$ cat src/rtl/output_port_arbiter_pkg.sv
// output_port_arbiter_pkg: shared router constants and arbiter state encoding
package output_port_arbiter_pkg;
  localparam int NUM_PORTS = 5;
  localparam logic [2:0] LOCAL = 3'd0;
  localparam logic [2:0] N = 3'd1;
  localparam logic [2:0] E = 3'd2;
  localparam logic [2:0] S = 3'd3;
  localparam logic [2:0] W = 3'd4;
  typedef enum logic {IDLE = 1'b0, LOCKED = 1'b1} arb_state_t;
  function automatic logic [2:0] next_port(input logic [2:0] p);
    return p >= 3'd4 ? 3'd0 : p + 3'd1;
  endfunction
endpackage

$ cat src/rtl/output_port_arbiter_rr_priority_pick.sv
// rr_priority_pick: first requester at or after ptr, scanning upward modulo 5
module rr_priority_pick
  import output_port_arbiter_pkg::*;
(
  input  logic [4:0] req,
  input  logic [2:0] ptr,
  output logic [4:0] pick,
  output logic [2:0] index
);
  logic [2:0] p;
  logic [2:0] c;
  // scan from the far end back toward ptr so the nearest requester wins last
  always_comb begin
    p = ptr > 3'd4 ? 3'd0 : ptr;
    index = '0;
    c = '0;
    for (int k = NUM_PORTS - 1; k >= 0; k--) begin
      c = 3'((int'(p) + k) % NUM_PORTS);
      if (req[c]) index = c;
    end
    pick = |req ? 5'd1 << index : 5'd0;
  end
endmodule

$ cat src/rtl/output_port_arbiter.sv
// output_port_arbiter: round-robin wormhole arbiter holding one output port per packet
module output_port_arbiter
  import output_port_arbiter_pkg::*;
#(
  parameter int NUM_IN = 5,
  parameter int PORT_ID = 1,
  parameter int CNT_W = 16
) (
  input  logic              clk,
  input  logic              rst,
  input  logic [NUM_IN-1:0] req,
  input  logic [NUM_IN-1:0] flit_valid,
  input  logic [NUM_IN-1:0] flit_tail,
  input  logic              out_ready,
  output logic [NUM_IN-1:0] gnt,
  output logic              gnt_valid,
  output logic [2:0]        owner,
  output logic              xfer,
  output logic [CNT_W-1:0]  pkt_count
);
  if (NUM_IN != NUM_PORTS || PORT_ID < 0 || PORT_ID >= NUM_PORTS) begin : g_bad_cfg
    $error("output_port_arbiter: NUM_IN must be 5 and PORT_ID in 0..4");
  end
  arb_state_t state, state_nxt;
  logic [4:0] gnt_nxt, pick;
  logic [2:0] owner_nxt, rr_ptr, ptr_nxt, pick_idx;
  logic [CNT_W-1:0] cnt_nxt;
  logic tail_xfer;
  rr_priority_pick u_pick (.req(req), .ptr(rr_ptr), .pick(pick), .index(pick_idx));
  // state register; reset drops any lock at once
  always_ff @(posedge clk or negedge rst) begin
    if (!rst) begin
      state <= IDLE;
      gnt <= '0;
      owner <= '0;
      rr_ptr <= '0;
      pkt_count <= '0;
    end else begin
      state <= state_nxt;
      gnt <= gnt_nxt;
      owner <= owner_nxt;
      rr_ptr <= ptr_nxt;
      pkt_count <= cnt_nxt;
    end
  end
  // next state: grant from idle, release after the tail flit crosses
  always_comb begin
    state_nxt = state;
    gnt_nxt = gnt;
    owner_nxt = owner;
    ptr_nxt = rr_ptr;
    cnt_nxt = pkt_count;
    if (state == IDLE && |req) begin
      state_nxt = LOCKED;
      gnt_nxt = pick;
      owner_nxt = pick_idx;
    end else if (tail_xfer) begin
      state_nxt = IDLE;
      gnt_nxt = '0;
      owner_nxt = '0;
      ptr_nxt = next_port(owner);
      cnt_nxt = pkt_count + 1'b1;
    end
  end
  // outputs: a flit moves only while locked, owner has data and downstream has room
  always_comb begin
    xfer = state == LOCKED && owner <= 3'd4 && flit_valid[owner] && out_ready;
    tail_xfer = xfer && flit_tail[owner];
    gnt_valid = |gnt;
  end
endmodule

$ cat config.mk
export PLATFORM = sky130hd
export DESIGN_NAME = output_port_arbiter
export DESIGN_NICKNAME = d
export VERILOG_FILES = /design/src/rtl/output_port_arbiter_pkg.sv /design/src/rtl/output_port_arbiter_rr_priority_pick.sv /design/src/rtl/output_port_arbiter.sv
export SDC_FILE = /design/constraint.sdc
export NUM_CORES = 1
export LEC_CHECK = 0
export CAP_MARGIN = 20
export CORE_MARGIN = 3
export CORE_UTILIZATION = 40
export CTS_CLUSTER_DIAMETER = 200
export CTS_CLUSTER_SIZE = 16
export DETAILED_ROUTE_END_ITERATION = 10
export PLACE_DENSITY = 0.76
export SLEW_MARGIN = 40
export SYNTH_ARGS = -nofsm -noshare
export SYNTH_HDL_FRONTEND = slang
export SYNTH_SLANG_ARGS = --single-unit
$ cat constraint.sdc
create_clock -name clk -period 3.8 [get_ports clk]
set_input_delay 0.76 -clock clk [delete_from_list [all_inputs] [get_ports clk]]
set_output_delay 0.76 -clock clk [all_outputs]
set_load 0.01 [all_outputs]
==> qor.yml <==
routing:
  top_layer_used: "met4"
  avgRoutedWirePerCell_um: 16.8
  routedLengthMet1_um: 3370
  wl_um: 7320
  via_per_inst: 5.83
  first_pass_iters: 5
  vias: 2538
  ant_nets: 0
  wl_met3_um: 440
  drt_iter0_drc: 300
  drcViolationCount: 0
  dr_wl_met2_um: 3450
place:
  placedCellCount: 431
  numPortBuffers: 43
  pre_cts_slack_ns: 0.0627
  hpwl_um: 5660
  gp_congestion: 0.966
  placed_cell_area_um2: 3210
clock_network:
  clk_pin_slew_ns: 0.09
  clockBufferDepth: 2
  numCtsBuffers: 3
  cts_sinks: 28
  cts_root_buffer: "clkbuf_8"
  cts_setup_buffers: 0
  ctsHtreeMaxLevel: 1
  clkLatencyLatePin_ns: 0.28
  postCtsHoldBufs: 0
  cts_tree: "built"
power_and_ir_drop:
  power_mw: 3.16
  vdd_ir_drop_max_mv: 0.531
  p_per_area_nw_per_um2: 947
  p_leak_nw: 1.43
floorplan:
  placementRows: 28
  die_x_um: 87.1
  ioPinCount: 44
  die_h_um: 87.1
  coreArea_um2: 6130
  start_util: 0.429
  dieArea_um2: 7590
final_layout:
  drive_above_1_share: 0.158
  diodes: 0
  layout.cells.non_filler: 435
  fin_nets: 396
  final_area_um2: 3330
  fin_util: 0.544
  syn2layout_area_growth_pct: 26.6
synth:
  yosysSeqAreaShare: 0.266
  yosysUniqueCellTypes: 71
  syn_area_um2: 2630
  synth_edf_count: 0
  syn_area_per_cell_um2: 8.63
  synth_ff_type: "dfrtp_1"
  synthArstFlopShare: 1.00
  synth_area_leaders: "dfrtp_1, ha_1, xnor2_1, nand2_1, nor2_1"
  ys_seq_elements: 28
  syn_inst: 305
  syn_nets: 340
  synth_top_cell_by_area: "dfrtp_1"
  synth_top_area_frac: 0.266
  yosys_warnings: 0
critical_path:
  crit_arrival_ns: 3.85
  worstSetupPathType: "flip-flop to flip-flop"
  cp.required_ns: 3.97
  cp-start-kind: "flip-flop"
  cp-end-kind: "flip-flop"
  path_max_fanout: 6
global_routing:
  grt_antenna_before_repair: 0
  grt_max_degree: 29
  grt_overflow: 0
  grt_pass1_wl_um: 11700
  grt_use_total: 0.192
  grt_pass1_vias: 2416
sta:
  finalSetupViolCount: 0
  holdWs_ns: 0.494
  worst_slack_ns: 0.124
  final.setup_skew_ns: 0.00710
  fmax_ghz: 0.272
  fin_crit_sh: 0.967
  tns_ns: 0
  period_minus_slack_ns: 3.68
  worst_slew_pin_slew_ns: 0.638
  finalMaxSlewViolations: 0
  hold_violations: 0
  relSlewSlack: 0.571
job:
  maxCapViolations: 0
run_status:
  outcome: "finished clean"
hold_path:
  min_path_type: "flip-flop to flip-flop"
[Yosys cell counts (4+ instances only)]
master and n:
nand2_1 31, dfrtp_1 28, nor2_1 23, xnor2_1 18, ha_1 17, a21oi_1 16
inv_1 13, o21ai_0 12, nand3_1 10, mux2i_1 7, nand2b_1 7, nor3_1 6
and3_1 5, nand4_1 5, or2_2 5, and4_1 4, o211ai_1 4, o21ai_1 4
[critical path, cell delays in order, from the launching register on]
cell	delay, ns
dfrtp_1	0.44
or3b_4	0.28
clkinv_4	0.06
ha_1	0.20
and3b_2	0.25
or2_4	0.24
ha_1	0.28
nand2b_4	0.17
o22ai_4	0.15
o211ai_1	0.14
a311o_1	0.40
a21oi_4	0.20
mux2i_1	0.10
a311o_1	0.29
and3_4	0.20
a22o_1	0.18
[power by group]
part	internal [mW]	switching (mW)
logic	1.14	1.33
clock network	0.141	0.0896
registers	0.367	0.0895
[registers in the layout (all words and copies together) (netlist names)]
| signal | count |
|---|---|
| gnt | 5 |
| pkt_count | 16 |
| rr_ptr | 3 |
| owner | 3 |
| state | 1 |
[layout make-up]
| class | instances | area, um^2 |
|---|---|---|
| clock buffers | 3 | 41.3 |
| repair buffers | 65 | 596 |
| inverters | 14 | 57.6 |
| clock inverters | 1 | 30.0 |
| fillers | 541 | 2800 |
| flip-flops and latches | 28 | 701 |
| well taps | 75 | 93.8 |
| multi-input cells | 249 | 1810 |
[logic make-up (layout without fill, tap and decap cells)]
group | after synthesis | in the layout | share of synthesized area
AOI/OAI and AO/OA | 80 | 80 | 0.220
DFF | 28 | 28 | 0.266
adders and majority gates | 17 | 17 | 0.0808
and+or+nand+nor | 119 | 119 | 0.239
muxes | 12 | 12 | 0.0608
buffers and inverters | 28 | 83 | 0.0637
xor gates and xnor gates | 21 | 21 | 0.0699
[per-layer routing]
metal	vias up	GRT usage
met2	99	0.291
met4	0	0.0502
met5	-	0
li1	1222	-
met3	10	0.0208
met1	1207	0.290
[layout by cell type, fill, tap and decap left out, types with 3 or more instances in the layout]
master	count
inv_1	13
nand2_1	31
a21oi_1	16
o211ai_1	4
o21ai_1	4
xnor2_1	18
o21a_1	3
o21ai_0	12
xor2_1	3
mux2i_1	7
nand2b_1	6
or2_2	5
ha_1	17
nand4_1	5
and3_1	5
clkdlybuf4s50_1	43
nor2_1	23
nor3_1	6
buf_4	22
nand3_1	10
and4_1	4
or4_1	3
clkbuf_8	3
a21o_1	3
dfrtp_1	28
a22o_1	3
mux4_2	3
and2_1	3
[path summary, 6_finish.rpt]
kind	depth (start not counted)	end	slack (ns)	startpoint
setup / recovery	15	gnt[1]$_DFFE_PN0P_	0.12	rr_ptr[2]$_DFFE_PN0P_
min in group asynchronous	2	pkt_count[15]$_DFFE_PN0P_	0.85	rst
hold / removal	1	pkt_count[13]$_DFFE_PN0P_	0.49	pkt_count[13]$_DFFE_PN0P_
max in group asynchronous	2	pkt_count[10]$_DFFE_PN0P_	2.69	rst
hold reg to reg	1	pkt_count[13]$_DFFE_PN0P_	0.49	pkt_count[13]$_DFFE_PN0P_
setup reg to reg	15	gnt[1]$_DFFE_PN0P_	0.12	rr_ptr[2]$_DFFE_PN0P_
[timing repair]
item	CTS	global route
endpoints found under the hold margin	0	0
endpoints found under the setup margin	0	6
resized for setup	0	10
(Power assumes the default switching activity.)
